`src/rtl/alu_pkg.sv`:
```
// Shared definitions for the sequenced ALU: opcodes, controller states, default width.
package alu_pkg;

    localparam int ALU_WIDTH_DEFAULT = 32;

    typedef enum logic [2:0] {
        OP_AND  = 3'b000,
        OP_OR   = 3'b001,
        OP_NAND = 3'b010,
        OP_NOR  = 3'b011,
        OP_ADD  = 3'b100,
        OP_SUB  = 3'b101,
        OP_MUL  = 3'b110,
        OP_ILL  = 3'b111
    } op_e;

    typedef enum logic [1:0] {
        IDLE = 2'd0,
        MUL  = 2'd1,
        DONE = 2'd2
    } state_e;

endpackage

```
`src/rtl/seq_mul_shift_add.sv`:
```
// Iterative unsigned shift-add multiplier: one multiplier bit per cycle, always WIDTH cycles.
// Operands are captured on start; done is high during the final iteration cycle, and
// product holds the full result from the following cycle until the next start or reset.
module seq_mul_shift_add #(
    parameter int WIDTH = 32
) (
    input  logic                 clk,
    input  logic                 rst,
    input  logic                 start,
    input  logic [WIDTH-1:0]     a,
    input  logic [WIDTH-1:0]     b,
    output logic                 busy,
    output logic                 done,
    output logic [2*WIDTH-1:0]   product
);

    localparam int CW = $clog2(WIDTH);

    logic [2*WIDTH-1:0] mcand_q, mcand_d;
    logic [2*WIDTH-1:0] acc_q, acc_d;
    logic [WIDTH-1:0]   mplier_q, mplier_d;
    logic [CW-1:0]      cnt_q, cnt_d;
    logic               busy_q, busy_d;

    // Next-state: load on start, otherwise one add/shift step per busy cycle.
    always_comb begin
        mcand_d  = mcand_q;
        acc_d    = acc_q;
        mplier_d = mplier_q;
        cnt_d    = cnt_q;
        busy_d   = busy_q;
        if (start) begin
            mcand_d  = {{WIDTH{1'b0}}, a};
            mplier_d = b;
            acc_d    = '0;
            cnt_d    = CW'(WIDTH - 1);
            busy_d   = 1'b1;
        end else if (busy_q) begin
            if (mplier_q[0]) begin
                acc_d = acc_q + mcand_q;
            end
            mcand_d  = mcand_q << 1;
            mplier_d = mplier_q >> 1;
            if (cnt_q == '0) begin
                busy_d = 1'b0;
            end else begin
                cnt_d = cnt_q - 1'b1;
            end
        end
    end

    // Datapath and iteration counter registers.
    always_ff @(posedge clk) begin
        if (rst) begin
            mcand_q  <= '0;
            acc_q    <= '0;
            mplier_q <= '0;
            cnt_q    <= '0;
            busy_q   <= 1'b0;
        end else begin
            mcand_q  <= mcand_d;
            acc_q    <= acc_d;
            mplier_q <= mplier_d;
            cnt_q    <= cnt_d;
            busy_q   <= busy_d;
        end
    end

    assign busy    = busy_q;
    assign done    = busy_q && (cnt_q == '0);
    assign product = acc_q;

endmodule

```
`src/rtl/alu_seq_param.sv`:
```
// Handshaked ALU: single-cycle logic/add/sub, iterative multiply, one request in flight.
//
// state | meaning
// IDLE  | ready for a request
// MUL   | multiplier iterating, WIDTH cycles
// DONE  | result valid, waiting for out_ready
module alu_seq_param
    import alu_pkg::*;
#(
    parameter int WIDTH = ALU_WIDTH_DEFAULT
) (
    input  logic              clk,
    input  logic              rst,
    input  logic              in_valid,
    output logic              in_ready,
    input  logic [WIDTH-1:0]  a,
    input  logic [WIDTH-1:0]  b,
    input  logic [2:0]        f,
    output logic              out_valid,
    input  logic              out_ready,
    output logic [WIDTH-1:0]  y,
    output logic              zero,
    output logic              carry,
    output logic              ovf,
    output logic              err
);

    state_e             state_q, state_d;
    logic               is_mul_q, is_mul_d;
    logic [WIDTH-1:0]   y_q, y_d;
    logic               zero_q, zero_d;
    logic               carry_q, carry_d;
    logic               ovf_q, ovf_d;
    logic               err_q, err_d;

    op_e                op_in;
    logic               accept;
    logic               mul_start;
    logic               mul_busy;
    logic               mul_done;
    logic [2*WIDTH-1:0] mul_product;

    logic [WIDTH:0]     add_full;
    logic [WIDTH:0]     sub_full;
    logic [WIDTH-1:0]   alu_y;
    logic               alu_carry;
    logic               alu_ovf;
    logic               alu_err;

    assign op_in    = op_e'(f);
    assign in_ready = (state_q == IDLE) && !rst && !mul_busy;
    assign accept   = in_valid && in_ready;
    assign add_full = {1'b0, a} + {1'b0, b};
    // Top bit of the extended difference is the unsigned borrow.
    assign sub_full = {1'b0, a} - {1'b0, b};

    // Single-cycle result and flags for the non-multiply opcodes.
    always_comb begin
        alu_y     = '0;
        alu_carry = 1'b0;
        alu_ovf   = 1'b0;
        alu_err   = 1'b0;
        case (op_in)
            OP_AND:  alu_y = a & b;
            OP_OR:   alu_y = a | b;
            OP_NAND: alu_y = ~(a & b);
            OP_NOR:  alu_y = ~(a | b);
            OP_ADD: begin
                alu_y     = add_full[WIDTH-1:0];
                alu_carry = add_full[WIDTH];
                alu_ovf   = (a[WIDTH-1] == b[WIDTH-1]) && (alu_y[WIDTH-1] != a[WIDTH-1]);
            end
            OP_SUB: begin
                alu_y     = sub_full[WIDTH-1:0];
                alu_carry = sub_full[WIDTH];
                alu_ovf   = (a[WIDTH-1] != b[WIDTH-1]) && (alu_y[WIDTH-1] != a[WIDTH-1]);
            end
            OP_ILL:  alu_err = 1'b1;
            default: alu_y = '0;
        endcase
    end

    // Controller next-state; non-multiply results are latched at the accept edge.
    always_comb begin
        state_d   = state_q;
        is_mul_d  = is_mul_q;
        y_d       = y_q;
        zero_d    = zero_q;
        carry_d   = carry_q;
        ovf_d     = ovf_q;
        err_d     = err_q;
        mul_start = 1'b0;
        case (state_q)
            IDLE: begin
                if (accept) begin
                    if (op_in == OP_MUL) begin
                        state_d   = MUL;
                        is_mul_d  = 1'b1;
                        mul_start = 1'b1;
                    end else begin
                        state_d  = DONE;
                        is_mul_d = 1'b0;
                        y_d      = alu_y;
                        zero_d   = (alu_y == '0);
                        carry_d  = alu_carry;
                        ovf_d    = alu_ovf;
                        err_d    = alu_err;
                    end
                end
            end
            MUL: begin
                if (mul_done) begin
                    state_d = DONE;
                end
            end
            DONE: begin
                if (out_ready) begin
                    state_d = IDLE;
                end
            end
            default: state_d = IDLE;
        endcase
    end

    // Controller and result registers.
    always_ff @(posedge clk) begin
        if (rst) begin
            state_q  <= IDLE;
            is_mul_q <= 1'b0;
            y_q      <= '0;
            zero_q   <= 1'b0;
            carry_q  <= 1'b0;
            ovf_q    <= 1'b0;
            err_q    <= 1'b0;
        end else begin
            state_q  <= state_d;
            is_mul_q <= is_mul_d;
            y_q      <= y_d;
            zero_q   <= zero_d;
            carry_q  <= carry_d;
            ovf_q    <= ovf_d;
            err_q    <= err_d;
        end
    end

    // Multiply results come straight from the multiplier, which holds them while idle.
    always_comb begin
        y     = y_q;
        zero  = zero_q;
        carry = carry_q;
        ovf   = ovf_q;
        err   = err_q;
        if ((state_q == DONE) && is_mul_q) begin
            y     = mul_product[WIDTH-1:0];
            zero  = (mul_product[WIDTH-1:0] == '0);
            carry = |mul_product[2*WIDTH-1:WIDTH];
            ovf   = 1'b0;
            err   = 1'b0;
        end
    end

    assign out_valid = (state_q == DONE);

    seq_mul_shift_add #(
        .WIDTH (WIDTH)
    ) u_mul (
        .clk     (clk),
        .rst     (rst),
        .start   (mul_start),
        .a       (a),
        .b       (b),
        .busy    (mul_busy),
        .done    (mul_done),
        .product (mul_product)
    );

endmodule

```
`config.mk`:
```
export PLATFORM = sky130hd
export DESIGN_NAME = alu_seq_param
export DESIGN_NICKNAME = d
export VERILOG_FILES = /design/src/rtl/alu_pkg.sv /design/src/rtl/seq_mul_shift_add.sv /design/src/rtl/alu_seq_param.sv
export SDC_FILE = /design/constraint.sdc
export NUM_CORES = 1
export LEC_CHECK = 0
export ABC_CLOCK_PERIOD_IN_PS = 3990
export CORE_ASPECT_RATIO = 1.25
export CORE_MARGIN = 5
export CORE_UTILIZATION = 55
export CTS_BUF_LIST = sky130_fd_sc_hd__clkbuf_2
export DETAILED_ROUTE_END_ITERATION = 6
export GPL_TIMING_DRIVEN = 0
export PLACE_DENSITY = 0.72
export SYNTH_ARGS = -nofsm -noshare
export SYNTH_HDL_FRONTEND = slang
export SYNTH_SLANG_ARGS = --single-unit
```
`constraint.sdc`:
```
create_clock -name clk -period 3.99 [get_ports clk]
set_clock_uncertainty 0.15 [all_clocks]
set_input_delay 0.399 -clock clk [delete_from_list [all_inputs] [get_ports clk]]
set_output_delay 0.399 -clock clk [all_outputs]
set_load 0.05 [all_outputs]
```
# Word-level counts from Yosys, hierarchy flattened
# Index checks and enable logic that the tools add are counted.
dict set report word_totals {
  register_bits 205
  out_inout_bits 38
}
dict set report classes {
  reduce_logical 22
  n_eq_ne 17
  bitwise 5
  n_addsub 4
  mux 27
}
# operator count
set op_table {}
lappend op_table {{$pmux W32 S6} 1}
lappend op_table {{$mux W32} 5}
lappend op_table {{$add A64 B64 Y64} 1}
lappend op_table {{$logic_not A32 Y1} 2}
lappend op_table {{$not A32 Y32} 2}
lappend op_table {{$add A32 B32 Y33} 1}
lappend op_table {{$sub A32 B32 Y33} 1}
lappend op_table {{$and A32 B32 Y32} 1}
lappend op_table {{$or A32 B32 Y32} 1}
lappend op_table {{$reduce_or A32 Y1} 1}
lappend op_table {{$mux W5} 3}
lappend op_table {{$eq A3 B3 Y1 const B} 4}
lappend op_table {{$mux W1} 11}
lappend op_table {{$mux W2} 4}
lappend op_table {{$logic_and A1 B1 Y1} 7}
lappend op_table {{$eq A3 B2 Y1 const B} 2}
lappend op_table {{$ne A2 B2 Y1 const B} 3}
lappend op_table {{$pmux W2 S3} 1}
lappend op_table {{$reduce_and A2 Y1} 3}
lappend op_table {{$reduce_and A3 Y1} 2}
lappend op_table {{$logic_not A5 Y1} 1}
lappend op_table {{$sub A5 B1 Y5 const B} 1}
lappend op_table {{$pmux W1 S2} 2}
lappend op_table {{$eq A3 B1 Y1 const B} 1}
lappend op_table {{11 further kinds} 14}

# Logic depth before layout (Yosys ltp)
dict set report depth {
  word_depth 8
  depth_mapped 15
  depth_no_buf 15
}

# By module
# Synthesis repeated with hierarchy kept, for this count alone.
dict set report unflattened {
  cells_unflattened 2429
  hier_area_um2 18066.1
}
# module cells_per_inst area_per_inst_um2 n_inst seq_area_each_um2
set modules_own_cells {}
lappend modules_own_cells {seq_mul_shift_add 1286 10182.3 1 3323.2}
lappend modules_own_cells {alu_seq_param 1143 7883.8 1 780.7}

# Least setup slack after synthesis
# OpenSTA, ideal clock, no wires.
dict set report synth_path {
  path_kind {register to register}
  start {register u_mul.busy_q (netlist: u_mul.busy)}
  end {register zero_q}
  t_required_ns 3.781
  path_slack_ns -0.093
  arrival_time_ns 3.874
  stages_incl_launch_ff 12
  path_cell_list {dfxtp_1 clkbuf_1 nor4_1 nand2_1 a221o_1 a21oi_1 nand4_1 nor4bb_1 and4b_1 nand4_1 nor4_1 a31o_1}
}
dict set report synth_between {
  elab_chain_len 4
}
# item line_no
set synth_rtl {}
lappend synth_rtl {{start, declared} seq_mul_shift_add.sv:23} ;# logic busy_q, busy_d;
lappend synth_rtl {{start signal, assigned} seq_mul_shift_add.sv:65} ;# busy_q <= busy_d;
lappend synth_rtl {{$logic_not A1 Y1} alu_seq_param.sv:51} ;# assign in_ready = (state_q == IDLE) && !rst && !mul_busy;
lappend synth_rtl {{$logic_and A1 B1 Y1} alu_seq_param.sv:51}
lappend synth_rtl {{named net in_ready} alu_seq_param.sv:15} ;# output logic in_ready,
lappend synth_rtl {{$logic_and A1 B1 Y1} alu_seq_param.sv:52} ;# assign accept = in_valid && in_ready;
lappend synth_rtl {{$reduce_and A3 Y1 (no source line)} --}
lappend synth_rtl {{end signal, assigned} alu_seq_param.sv:139} ;# zero_q <= zero_d;
lappend synth_rtl {{end, declared} alu_seq_param.sv:31} ;# logic zero_q, zero_d;
# The timed path passes the listed nets, and every way through them passes these cells.
# A chain may end at the register's enable or synchronous reset.

# Worst setup path after layout
dict set report layout_path {
  start {input a[19]}
  end {register zero_q}
}
dict set report layout_between {
  elab_chain_len 4
}
# item line_no
set layout_rtl {}
lappend layout_rtl {{start, declared} alu_seq_param.sv:16} ;# input logic [WIDTH-1:0] a,
lappend layout_rtl {{parallel branches: the longest is 2 deep, another holds $sub A32 B32 Y33} --}
lappend layout_rtl {{$pmux W32 S6 (*)} alu_seq_param.sv:63} ;# case (op_in)
lappend layout_rtl {{$logic_not A32 Y1 (*)} alu_seq_param.sv:104} ;# zero_d = (alu_y == '0);
# Mark *: on every way between the ends.

==> summary.txt <==
Worst setup path
  – CP endpoint kind: flip-flop
  – Worst setup path class: input pin to flip-flop
  – CP arrival: 4610 ps
  – CP Max Fanout: 10
  – Worst Path Required: 4680 ps
  – CP startpoint kind: input pin
  – Worst setup startpoint: a[19]
  – Reg2reg start: u_mul.product[4]$_SDFFE_PP0P_

Finish
  – Area of the multi-input gates: 0.01261 sq mm
  – Layout Area Growth over Synthesis: 13.09%
  – Finished Layout Cells: 3036
  – Fin nets: 2838
  – Finished Core Util: 63.00%
  – Register Area: 0.004104 sq mm
  – Share of cells above drive strength 1: 7.742%
  – # fillers: 2963

STA
  – Final setup vio count: 0
  – Crit path time final: 3920 ps
  – WHS: 72.41 ps
  – Final worst path period share: 98.24%
  – FMAX: 0.2551 GHz
  – Max-Slew Margin vs Limit: 11.69%
  – Fin. Hold Viols: 0
  – RSZ-0062 raised after global routing: yes
  – Worst slew pin tran: 1320 ps
  – Slew Limit Fails: 0

Die
  – DIE HEIGHT: 210.6 microns
  – Row Count: 73
  – # IOs: 109
  – Width of the die: 170.5 microns
  – Core Area: 0.03179 sq mm
  – Initial core utilization: 55.71%
  – Die area: 0.03591 sq mm

Routing
  – Final routed DRC violation total: 0
  – Drt pass-1 iters: 6
  – Post-route ant nets: 0
  – Vias per inst: 6.324
  – Routed via count: 19.20k
  – Drt initial violations: 1671
  – Final WL: 69120 microns
  – Post-DR wirelength/cell: 22.77 microns

Run
  – Max Cap Viol: 0

Placed design
  – Number of I/O port buffers: 107
  – DPL Wire Length: 55200 microns
  – Routability cong.: 1.060
  – # placed instances: 2932

Synthesis
  – Synthesized area: 0.01771 sq mm
  – Number of synthesized register bits: 205
  – Syn nets: 2666
  – Avg Cell Area, Syn: 7.338 sq um
  – Top_reg_cell synth: dfxtp_1
  – Number of synthesized flops with an enable pin: 0
  – Yosys synthesis warning count: 0
  – Synth unique cells: 92
  – Post-synthesis sequential area ratio: 23.18%
  – Async SR Flop Fraction: 0%
  – Mapped Cells: 2413

Hold path
  – Tightest Hold Check Type: input pin to flip-flop
  – Hold path startpoint: b[8]

Power and ir drop
  – Clock power frac: 31.3%
  – Pwr Density: 260.1 mW/mm^2
  – Psw: 1.934 mW
  – Part of the power in registers: 40.5%
  – Net Sw Frac: 37.13%
  – Comb pwr share: 28.2%
  – VDD IR max: 0.2038 mV
  – Lkg Pwr: 8.179 nW
  – P_int: 3.274 mW

GRT
  – Initial antenna violation count: 1
  – Largest net degree at the start of global routing: 20
  – GRT Total Usage: 37.10%
  – Vias in the first global route: 18.98k
  – Global route overflow: 0
  – First-pass GRT wire length: 104600 microns

Clock tree
  – CTS tree: yes
  – Deepest clock path buffer count: 3
  – H-tree lvl count: 2
  – Reg clk slew, reported paths: 100 ps
  – CTS Buf Count: 53
  – Clock root buffer: clkbuf_2
  – Worst-Skew Late Latency: 970 ps
  – CTS Sinks: 205

Run status
  – Status: completed
[path summary, 6_finish.rpt]
check,endpoint,slack [ps],depth (start not counted)
setup / recovery,zero_q$_SDFFE_PP0P_,70,15
hold / removal,u_mul.mplier_q[8]$_SDFFE_PP0P_,70,3
setup reg to reg,u_mul.product[57]$_SDFFE_PP0P_,110,13
hold reg to reg,y_q[30]$_SDFFE_PP0P_,310,2
[state kept, by name, summed over array words and instances, names as in the netlist]
register	count
carry_q	1
is_mul_q	1
ovf_q	1
u_mul.mcand_q	64
zero_q	1
y_q	32
u_mul.busy	1
state_q	2
u_mul.mplier_q	32
u_mul.product	64
err_q	1
u_mul.cnt_q	5
[cells in the final DEF (no fill, tap or decap), drive strengths merged, types with 31 or more instances in the layout]
cell type and n:
a211oi 52, a21o 31, a21oi 272, a22oi 50
buf 41, clkbuf 183, clkdlybuf4s50 85, dfxtp 205
ha 179, inv 136, mux2 36, mux2i 45
nand2 305, nand4 33, nor2 256, nor3 51
o21ai 147, xnor2 69
[Yosys cell counts (all sizes together) (6+ instances only)]
library cell | instances | area (sq um)
a211oi | 52 | 395.4
a31oi | 22 | 137.6
nand2b | 16 | 100.1
nand3b | 6 | 45.04
o22ai | 10 | 62.56
mux2 | 36 | 405.4
a22oi | 50 | 375.4
a2111oi | 12 | 131.4
o21bai | 27 | 202.7
or4 | 6 | 45.04
xnor2 | 69 | 604.3
a21boi | 7 | 52.55
and3 | 11 | 68.82
o21ai | 147 | 739.5
xor2 | 23 | 201.4
nor2b | 19 | 118.9
ha | 179 | 2240
o31ai | 18 | 168.9
nor3 | 51 | 266.5
and2 | 8 | 52.55
or3 | 8 | 55.05
inv | 135 | 506.7
clkbuf | 110 | 412.9
dfxtp | 205 | 4104
a21o | 31 | 232.7
o221ai | 6 | 52.55
a21oi | 272 | 1365
and4 | 7 | 61.31
o21a | 6 | 45.04
a221oi | 30 | 262.8
nand3 | 28 | 140.1
mux2i | 45 | 450.4
nand4 | 33 | 206.5
buf | 38 | 190.2
nand2 | 305 | 1147
o211ai | 22 | 178.9
or2 | 8 | 50.05
nor2 | 256 | 960.9
nor4 | 30 | 187.7
[power groups by stage]
| stage | logic (mW) | registers [mW] | clock network (mW) |
|---|---|---|---|
| after global placement | 1.41 | 2.15 | 0 |
| after floorplan | 0.917 | 2.15 | 0 |
| after global routing | 1.56 | 2.11 | 1.77 |
| after CTS | 1.42 | 2.11 | 1.66 |
| final | 1.47 | 2.11 | 1.63 |
| after detailed placement | 1.42 | 2.15 | 0 |
[routing by layer]
layer  global-route usage, %  vias to the layer above  routed length (microns)
met5                       0                        -                        0
met4                   27.66                        0                     6255
met3                   6.303                      332                     4614
met2                   64.08                      895                    33140
met1                   40.35                     8962                    25120
li1                        -                     9010                        -
[per-stage QoR]
stage / instance area, sq um / total power [mW] / setup slack [ps] / setup TNS, ps
2_1_floorplan: 17710 / 3.062 / 384.9 / 0
3_3_place_gp: 19300 / 3.557 / -1388 / -189910
3_5_place_dp: 19300 / 3.570 / -1371 / -187870
4_1_cts: 19910 / 5.188 / 3.701 / 0
5_1_grt: 20020 / 5.438 / -59.06 / -121.0
6_report: 20030 / 5.208 / 70.21 / 0
[cells by family after synthesis]
group / Yosys count / synth area share [%]
compound gates: 760 / 27.54
xor+xnor: 92 / 4.551
fa+ha+maj: 182 / 12.99
buf+inv: 284 / 6.289
flops: 205 / 23.18
mux: 81 / 4.833
simple gates: 809 / 20.63
[worst max-delay path, stage by stage]
cell             delay (ps)
clkdlybuf4s50_1         680
inv_1                    80
ha_1                    300
buf_2                   190
or3_4                   440
or3_1                   380
a31oi_1                 260
a221oi_1                170
a21bo_2                 290
o31ai_4                 180
xnor2_1                 130
a21oi_1                 430
nand4_1                 140
nor4_1                  340
a31o_1                  190
[layout make-up]
cell class | instances | share of cell area [%]
Antenna cell | 2 | 0.02499
Buffer | 147 | 3.062
Clock buffer | 72 | 1.799
Clock inverter | 20 | 0.8185
Inverter | 136 | 2.549
Multi-Input combinational cell | 1924 | 62.99
Sequential cell | 205 | 20.49
Tap cell | 412 | 2.574
Timing Repair Buffer | 118 | 5.686
[timing repair]
| item | CTS | global route |
|---|---|---|
| endpoints found under the setup margin | 149 | 45 |
| setup buffers | 0 | 4 |
| hold endpoints to repair | 7 | 0 |
| pin swaps | 0 | 4 |
| hold buffers | 7 | 0 |
| resized for setup | 36 | 29 |
Note: power is estimated with default switching activity, not from simulation.
